File: src/rtl/led_show_sched.sv
// ---------------------------------------------------------------------------
// led_show_sched
//
// Pattern scheduler for an LED show. A prescaler turns the system clock into
// pattern "steps". In manual mode the pattern select follows the switches; in
// auto mode it walks a playlist 0..LAST_MODE, spending DWELL steps on each
// entry. A push-button skips to the next playlist entry, and a pause input
// freezes all sequencing.
//
// Parameters
//   TICK_DIV  : clk cycles per pattern step
//   DWELL     : steps spent on each pattern in auto mode
//   LAST_MODE : highest pattern index in the auto playlist
//
// Ports
//   clk      in   1  single clock, rising edge
//   rst_n    in   1  asynchronous active-low reset
//   sw_mode  in   3  manual pattern select (switches)
//   auto_en  in   1  1 = auto playlist, 0 = manual
//   pause    in   1  1 = freeze pattern sequencing
//   btn_next in   1  raw asynchronous push-button
//   mode     out  3  registered pattern select
//   step     out  1  one-cycle pulse per pattern step
//   state    out  2  FSM state: MANUAL=0, AUTO=1, PAUSE=2
// ---------------------------------------------------------------------------
module led_show_sched #(
   parameter int TICK_DIV  = 20000000,
   parameter int DWELL     = 8,
   parameter int LAST_MODE = 6
) (
   input  logic       clk,
   input  logic       rst_n,
   input  logic [2:0] sw_mode,
   input  logic       auto_en,
   input  logic       pause,
   input  logic       btn_next,
   output logic [2:0] mode,
   output logic       step,
   output logic [1:0] state
);

   localparam int PW = (TICK_DIV > 1) ? $clog2(TICK_DIV) : 1;
   localparam int DW = (DWELL > 1) ? $clog2(DWELL) : 1;
   localparam logic [PW-1:0] PRESC_MAX = PW'(TICK_DIV - 1);
   localparam logic [DW-1:0] DWELL_MAX = DW'(DWELL - 1);
   localparam logic [2:0]    LAST_IDX  = 3'(LAST_MODE);

   typedef enum logic [1:0] {
      ST_MANUAL = 2'd0,
      ST_AUTO   = 2'd1,
      ST_PAUSE  = 2'd2
   } state_t;

   state_t          state_q, state_d;
   logic [PW-1:0]   presc_q, presc_d;
   logic [DW-1:0]   dwell_q, dwell_d;
   logic [2:0]      idx_q, idx_d;
   logic [2:0]      mode_q, mode_d;
   logic            step_q, step_d;
   logic [2:0]      btn_sync_q, btn_sync_d;
   logic            btn_pulse_q, btn_pulse_d;

   // Next playlist entry, wrapping after the last pattern.
   function automatic logic [2:0] next_idx(input logic [2:0] cur);
      if (cur == LAST_IDX) begin
         next_idx = 3'd0;
      end else begin
         next_idx = cur + 3'd1;
      end
   endfunction

   // Next-state, counter and output computation.
   always_comb begin
      state_d     = state_q;
      presc_d     = presc_q;
      dwell_d     = dwell_q;
      idx_d       = idx_q;
      mode_d      = mode_q;
      step_d      = 1'b0;
      // Two synchronizer stages plus a history flop; the edge pulse is
      // registered so the rest of the logic sees a clean one-cycle strobe.
      btn_sync_d  = {btn_sync_q[1:0], btn_next};
      btn_pulse_d = btn_sync_q[1] & ~btn_sync_q[2];

      if (pause) begin
         state_d = ST_PAUSE;
      end else if (auto_en) begin
         state_d = ST_AUTO;
      end else begin
         state_d = ST_MANUAL;
      end

      // The prescaler is frozen while paused and resumes where it stopped.
      if (state_q == ST_PAUSE) begin
         presc_d = presc_q;
      end else if (presc_q == PRESC_MAX) begin
         presc_d = {PW{1'b0}};
      end else begin
         presc_d = presc_q + PW'(1);
      end

      // step_q is high exactly in the step cycle, so it qualifies dwell
      // counting directly. A button pulse and a dwell wrap in the same cycle
      // share one advance. Button pulses outside AUTO are simply dropped.
      case (state_q)
         ST_MANUAL: begin
            if (state_d == ST_AUTO) begin
               idx_d   = 3'd0;
               dwell_d = {DW{1'b0}};
            end else begin
               idx_d   = idx_q;
               dwell_d = dwell_q;
            end
         end
         ST_AUTO: begin
            if (btn_pulse_q || (step_q && (dwell_q == DWELL_MAX))) begin
               idx_d   = next_idx(idx_q);
               dwell_d = {DW{1'b0}};
            end else if (step_q) begin
               dwell_d = dwell_q + DW'(1);
            end else begin
               dwell_d = dwell_q;
            end
         end
         default: begin
            idx_d   = idx_q;
            dwell_d = dwell_q;
         end
      endcase

      // mode is computed from the upcoming state so that it changes on the
      // same edge as the state transition.
      case (state_d)
         ST_MANUAL: mode_d = sw_mode;
         ST_AUTO:   mode_d = idx_d;
         default:   mode_d = mode_q;
      endcase

      // Registered step equals (prescaler at max && not paused) of the
      // cycle in which it is visible.
      if ((presc_d == PRESC_MAX) && (state_d != ST_PAUSE)) begin
         step_d = 1'b1;
      end else begin
         step_d = 1'b0;
      end
   end

   // State register with asynchronous clear.
   always_ff @(posedge clk or negedge rst_n) begin
      if (!rst_n) begin
         state_q     <= ST_MANUAL;
         presc_q     <= {PW{1'b0}};
         dwell_q     <= {DW{1'b0}};
         idx_q       <= 3'd0;
         mode_q      <= 3'd0;
         step_q      <= 1'b0;
         btn_sync_q  <= 3'd0;
         btn_pulse_q <= 1'b0;
      end else begin
         state_q     <= state_d;
         presc_q     <= presc_d;
         dwell_q     <= dwell_d;
         idx_q       <= idx_d;
         mode_q      <= mode_d;
         step_q      <= step_d;
         btn_sync_q  <= btn_sync_d;
         btn_pulse_q <= btn_pulse_d;
      end
   end

   assign mode  = mode_q;
   assign step  = step_q;
   assign state = state_q;

endmodule

File: config.mk
export PLATFORM = sky130hd
export DESIGN_NAME = led_show_sched
export DESIGN_NICKNAME = d
export VERILOG_FILES = /design/src/rtl/led_show_sched.sv
export SDC_FILE = /design/constraint.sdc
export NUM_CORES = 1
export LEC_CHECK = 0
export ABC_AREA = 1
export BUFFER_PORTS_ARGS = -buffer_cell sky130_fd_sc_hd__buf_4
export CAP_MARGIN = 20
export CORE_MARGIN = 4
export CORE_UTILIZATION = 37
export CTS_BUF_LIST = sky130_fd_sc_hd__clkbuf_2
export CTS_CLUSTER_SIZE = 12
export DETAILED_ROUTE_END_ITERATION = 10
export GPL_TIMING_DRIVEN = 0
export PLACE_DENSITY = 0.52
export SYNTH_ARGS = -nofsm -noshare
export SYNTH_HDL_FRONTEND = slang
export SYNTH_SLANG_ARGS = --single-unit
export TNS_END_PERCENT = 100
File: constraint.sdc
create_clock -name clk -period 1.71 [get_ports clk]
set_clock_uncertainty 0.05 [all_clocks]
set_input_delay 0.342 -clock clk [delete_from_list [all_inputs] [get_ports clk]]
set_output_delay 0.342 -clock clk [all_outputs]
set_load 0.02 [all_outputs]
* After elaboration in Yosys (flattened, before gate mapping)
Cells that the tools add are included.
** Word-level totals
- Word-level logic and storage cells :: 45
- Register bits after elaboration :: 41
** Cells by class
- Bitwise gates (word level) :: 2
- Multiplexer cells :: 14
- Add/subtract/negate cells :: 3
- Reductions and logical operators :: 8
- Equality and inequality tests :: 10
** Operators by type and width (count)
- $eq 25x25->1 const B :: 2
- $mux 25 :: 2
- $add 25x1->25 const B :: 1
- $mux 3 :: 6
- $pmux 3 s2 :: 3
- $add 3x1->3 const B :: 2
- $eq 3x3->1 const B :: 2
- $eq 2x1->1 const B :: 2
- $logic_not 2->1 :: 2
- $ne 2x2->1 const B :: 2
- $reduce_bool 2->1 :: 2
- $ne 3x3->1 const B :: 1
- $reduce_and 3->1 :: 1
- $eq 2x2->1 const B :: 1
- $logic_and 1x1->1 :: 2
- $mux 1 :: 2
- $mux 2 :: 1
- $and 1x1->1 :: 1
- $logic_or 1x1->1 :: 1
- $not 1->1 :: 1

* Depth between registers and ports, before layout
- Word-level depth :: 6
- Depth in mapped cells :: 13

* Least setup slack after synthesis
No wires, ideal clock.
- Path kind :: register to register
- Start :: reg presc_q[1]
- End :: reg step_q (netlist: step)
- Arrival time :: 1.527 ns
- Library setup time :: 0.115 ns
- Cell stages (with the launch flop) :: 14
- Path buffers :: 1
- Slack :: 0.018 ns
- Cells stage by stage :: dfrtp_1 -> ha_1 -> nand2_1 -> nor2_2 -> nand2_4 -> nor2_2 -> nand3_2 -> buf_4 -> nand2_1 -> inv_2 -> nand3_1 -> nor2_1 -> nand3_1 -> nor2_1
** On the way
- Word-level cells in the longest chain between the ends :: 6
** Ends and longest elaborated chain
- start: declaration :: line 55 : logic [PW-1:0] presc_q, presc_d;
- start signal: assignment :: line 152 : presc_q <= {PW{1'b0}};
- start signal: assignment :: line 161 : presc_q <= presc_d;
- $add 25x1->25 / $eq 25x25->1 (equally long branches) :: line 99, 96
- $mux 25 :: line 96 : end else if (presc_q == PRESC_MAX) begin
- $mux 25 * :: line 94 : if (state_q == ST_PAUSE) begin
- $eq 25x25->1 * :: line 141 : if ((presc_d == PRESC_MAX) && (state_d != ST_PAUSE)) begin
- $logic_and 1x1->1 * :: line 141
- $mux 1 * :: line 141
- named net step_d :: line 59 : logic step_q, step_d;
- end signal: assignment :: line 165 : step_q <= step_d;
- end: declaration :: line 59
Mark *: on every way through the listed nets, which the timed path passes. The rest lies on a longest branch.
A chain may end at the register's enable or synchronous reset.

* Worst setup path after layout
- Start :: reg presc_q[1]
- End :: reg step_q (netlist: step)
** On the way
- Word-level cells in the longest chain between the ends :: 6
** Ends and longest elaborated chain (line)
- $add 25x1->25 / $eq 25x25->1 (equally long branches) :: 99, 96
- $mux 25 * :: 96
- $mux 25 * :: 94
- named net presc_d[9] :: 55
- $eq 25x25->1 * :: 141
- $logic_and 1x1->1 * :: 141
- $mux 1 * :: 141
- named net step_d :: 59
Marks and branches as above.

==> run_summary.xml <==
<?xml version="1.0" encoding="UTF-8"?>
<metrics>
  <group name="global_route">
    <metric name="grt_use_total" unit="%">17.27</metric>
    <metric name="number_of_global_route_vias_before_repair" unit="">2240</metric>
    <metric name="grt_remaining_overflow" unit="">0</metric>
    <metric name="initial_antenna_violation_count" unit="">0</metric>
    <metric name="grt_first_pass_wirelength" unit="um">10630</metric>
    <metric name="largest_net_degree_at_the_start_of_global_routing" unit="">42</metric>
  </group>
  <group name="yosys">
    <metric name="yosysTopAreaCellShare" unit="%">41.86</metric>
    <metric name="seq_area_frac_synth" unit="%">41.86</metric>
    <metric name="syn_avg_cell_area" unit="um2">6.983</metric>
    <metric name="syn-instance-count" unit="">351</metric>
    <metric name="synth_common_cells" unit="">96 x sky130_fd_sc_hd__nand2_1, 57 x sky130_fd_sc_hd__inv_1, 41 x sky130_fd_sc_hd__dfrtp_1</metric>
    <metric name="distinct_cells_synth" unit="">27</metric>
    <metric name="synth_top_flop_cell" unit="">sky130_fd_sc_hd__dfrtp_1</metric>
    <metric name="yosys_warnings" unit="">0</metric>
    <metric name="synth.cell_area" unit="um2">2451</metric>
    <metric name="ys_ff_latch" unit="">41</metric>
    <metric name="synth.net_count" unit="">362</metric>
    <metric name="synth_top_area_cell" unit="">sky130_fd_sc_hd__dfrtp_1</metric>
    <metric name="ys_async_sr_fraction" unit="%">100.0</metric>
    <metric name="post_synth_main_area_contributors" unit="">sky130_fd_sc_hd__dfrtp_1 42%, sky130_fd_sc_hd__nand2_1 15%, sky130_fd_sc_hd__inv_1 8.7%, sky130_fd_sc_hd__nand3_1 7.8%, sky130_fd_sc_hd__nor2_1 6.0%</metric>
    <metric name="count_of_flip_flops_with_a_built_in_enable_after_synthesis" unit="">0</metric>
    <metric name="synth_most_common_cell" unit="">sky130_fd_sc_hd__nand2_1</metric>
  </group>
  <group name="critical_path">
    <metric name="timing.critical_path.from_type" unit="">register</metric>
    <metric name="worstPathArrival" unit="ns">2.18</metric>
    <metric name="timing.critical_path.cells" unit="">buf_6 &gt; nand2_1 &gt; nor2_2 &gt; nand2_2 &gt; buf_4 &gt; o21ai_1 &gt; a21oi_1 &gt; nor3_4 &gt; nand3_1 &gt; nor2_1</metric>
    <metric name="crit_required" unit="ns">2.06</metric>
    <metric name="worstSetupEndpointType" unit="">register</metric>
    <metric name="critical_path.max_fanout" unit="">4</metric>
    <metric name="buf_inv_on_cp" unit="">2</metric>
    <metric name="critPathMaxStageDelay" unit="ns">0.48</metric>
    <metric name="crit_path_top_delay_cell" unit="">sky130_fd_sc_hd__dfrtp_2</metric>
    <metric name="cpLargestDelayFamily" unit="">simple AND/OR/NAND/NOR gates</metric>
    <metric name="timing_worst_setup_path_type" unit="">reg -&gt; reg</metric>
    <metric name="r2r-start" unit="">presc_q[1]</metric>
    <metric name="cp-startpoint" unit="">presc_q[1]</metric>
  </group>
  <group name="detailed_routing">
    <metric name="detail-route-antenna-nets" unit="">0</metric>
    <metric name="drcViolationCount" unit="">0</metric>
    <metric name="routed_via_density" unit="">4.829</metric>
    <metric name="postRouteWirelength" unit="um">6107</metric>
    <metric name="dr.pass1.iters" unit="">4</metric>
    <metric name="post_drt_wl_per_cell" unit="um">13.02</metric>
    <metric name="detailroute.via_count" unit="">2265</metric>
    <metric name="drt_first_iter_violations" unit="">87</metric>
  </group>
  <group name="sta">
    <metric name="drv_slew" unit="">0</metric>
    <metric name="timing.slew.headroom" unit="%">64.81</metric>
    <metric name="hold_slack" unit="ns">0.07975</metric>
    <metric name="timing.fmax" unit="MHz">544.8</metric>
    <metric name="report.final.hold_viol_count" unit="">0</metric>
    <metric name="timing_worst_slew_pin_value" unit="ns">0.5279</metric>
    <metric name="setup_violations" unit="">2</metric>
    <metric name="finalCritPeriodShare" unit="%">107.3</metric>
    <metric name="grt_setup_unrepaired" unit="">true</metric>
    <metric name="layout_setup_ws" unit="ns">-0.1254</metric>
    <metric name="post-route-min-period" unit="ns">1.835</metric>
  </group>
  <group name="final_layout">
    <metric name="num-fill-cells" unit="">648</metric>
    <metric name="instances_no_fill" unit="">469</metric>
    <metric name="inserted_diodes" unit="">0</metric>
    <metric name="fin_nets" unit="">402</metric>
    <metric name="layout_overhead_on_the_synthesized_area" unit="%">27.21</metric>
    <metric name="stdcell_area" unit="um2">3118</metric>
    <metric name="layout_cell_share_with_drive_strength_beyond_1" unit="%">29.34</metric>
  </group>
  <group name="die">
    <metric name="die_height" unit="um">89.39</metric>
    <metric name="core_area" unit="um2">6386</metric>
    <metric name="row_count" unit="">29</metric>
    <metric name="io_pins" unit="">14</metric>
    <metric name="start_util" unit="%">38.38</metric>
    <metric name="floorplan.die_area" unit="um2">7991</metric>
    <metric name="fp.dieW" unit="um">89.39</metric>
  </group>
  <group name="hold_path">
    <metric name="hold_path_class" unit="">in -&gt; reg</metric>
    <metric name="min_from" unit="">pause</metric>
  </group>
  <group name="power">
    <metric name="power.ir.vdd_worst" unit="V">0.0005120</metric>
    <metric name="powerDensity" unit="nW/um2">786.6</metric>
    <metric name="leakagePower" unit="nW">1.531</metric>
  </group>
  <group name="placement">
    <metric name="gpl.final_weighted_congestion" unit="">0.8550</metric>
    <metric name="port-buffer-count" unit="">13</metric>
    <metric name="placed_wire_length_estimate" unit="um">4429</metric>
    <metric name="dp_cells" unit="">441</metric>
    <metric name="placedInstanceArea" unit="um2">2645</metric>
  </group>
  <group name="clock_tree">
    <metric name="clk_pin_slew" unit="ns">0.25</metric>
    <metric name="max-clock-path-buffers" unit="">2</metric>
    <metric name="clock_tree_from_tritoncts" unit="">yes</metric>
    <metric name="cts-htree-levels" unit="">2</metric>
    <metric name="cts_sinks" unit="">41</metric>
    <metric name="cts_root_buffer" unit="">sky130_fd_sc_hd__clkbuf_2</metric>
    <metric name="clock_insertion_delay_worst_skew" unit="ns">0.43</metric>
    <metric name="cts_buffers" unit="">5</metric>
  </group>
  <group name="run">
    <metric name="number_of_max_cap_violations" unit="">0</metric>
  </group>
  <group name="run_status">
    <metric name="status" unit="">finished, violations left</metric>
    <metric name="violations" unit="">setup timing</metric>
  </group>
</metrics>
-- cells in the final DEF, fill, tap and decap left out, types with 4 or more instances in the layout --
| cell type | count |
|---|---|
| sky130_fd_sc_hd__inv_1 | 56 |
| sky130_fd_sc_hd__buf_6 | 4 |
| sky130_fd_sc_hd__nand3_1 | 33 |
| sky130_fd_sc_hd__o21ai_2 | 4 |
| sky130_fd_sc_hd__a21oi_1 | 4 |
| sky130_fd_sc_hd__dfrtp_1 | 37 |
| sky130_fd_sc_hd__clkbuf_2 | 5 |
| sky130_fd_sc_hd__o21ai_0 | 7 |
| sky130_fd_sc_hd__o21ai_1 | 10 |
| sky130_fd_sc_hd__nor2_1 | 29 |
| sky130_fd_sc_hd__dfrtp_2 | 4 |
| sky130_fd_sc_hd__nand2_2 | 18 |
| sky130_fd_sc_hd__nor2_2 | 10 |
| sky130_fd_sc_hd__inv_2 | 9 |
| sky130_fd_sc_hd__nor2_4 | 13 |
| sky130_fd_sc_hd__nand2_1 | 82 |
| sky130_fd_sc_hd__nand3_2 | 5 |
| sky130_fd_sc_hd__nand4_1 | 8 |
| sky130_fd_sc_hd__buf_4 | 26 |
-- state kept, by name, summed over array words and instances (netlist names) --
register,count
btn_pulse_q,1
btn_sync_q,3
dwell_q,3
idx_q,3
mode,3
presc_q,25
state,2
step,1
-- routing by layer --
| metal | vias to the layer above | share of wire [%] | GRT usage, % |
|---|---|---|---|
| met5 | - | 0 | 0 |
| met1 | 1056 | 49 | 23.88 |
| met4 | 0 | 0.64 | 4.871 |
| li1 | 1169 | - | - |
| met2 | 36 | 47 | 27.73 |
| met3 | 4 | 2.8 | 3.041 |
-- cells by family after synthesis --
family / synth area share (%)
and+or+nand+nor: 38.54
buffers and inverters: 10.87
DFF: 41.86
AOI/OAI and AO/OA: 6.483
adders and majority gates: 1.532
xor gates and xnor gates: 0.7148
-- where the power goes --
part	internal (mW)	total (mW)	switching [mW]	leakage, nW
Combinational	0.321	0.749	0.428	0.964
Clock	0.105	0.471	0.367	0.0329
Sequential	1.09	1.23	0.143	0.534
Total	1.51	2.45	0.938	1.53
-- repair_timing --
action / 4_1_cts / 5_1_grt
resized for setup: 44 / 37
pin swaps: 12 / 19
hold endpoints to repair: 43 / 0
buffers inserted: 12 / 5
hold buffers: 3 / 0
setup endpoints to repair: 16 / 19
cloned: 0 / 0
-- layout make-up --
cell class / instances / area [um2] / area share [%]
clock inverter: 3 / 22.52 / 0.7223
inverter: 67 / 254.0 / 8.146
timing repair buffer: 33 / 270.3 / 8.668
multi-input combinational: 241 / 1389 / 44.54
buffer: 2 / 30.03 / 0.9631
tap: 77 / 96.34 / 3.090
sequential: 41 / 1031 / 33.07
clock buffer: 5 / 25.02 / 0.8026
-- tightest hold or removal path, stage by stage --
cell and delay (ns):
sky130_fd_sc_hd__buf_4 0.13, sky130_fd_sc_hd__nand2_1 0.05, sky130_fd_sc_hd__o21ai_1 0.05
-- stage by stage --
stage / setup TNS, ns / setup slack, ns / utilization, % / total power [mW]
2_1_floorplan: 0 / 0.01800 / - / 1.587
3_5_place_dp: -1.209 / -0.3633 / 41.42 / 1.750
5_1_grt: -0.7306 / -0.2409 / 48.82 / 2.621
4_1_cts: -0.2687 / -0.1550 / 46.30 / 2.397
3_3_place_gp: -1.219 / -0.3877 / 41.42 / 1.741
6_report: -0.1886 / -0.1254 / 48.82 / 2.453
-- worst paths after layout --
check / end / slack (ns) / depth (start not counted)
min in group asynchronous: dwell_q[2] / 0.32 / 2
hold / removal: mode[1] / 0.08 / 3
hold reg to reg: btn_sync_q[1] / 0.33 / 0
setup reg to reg: step / -0.13 / 10
max in group asynchronous: presc_q[3] / 0.86 / 2
setup / recovery: step / -0.13 / 10
Note: power is estimated with default switching activity, not from simulation.
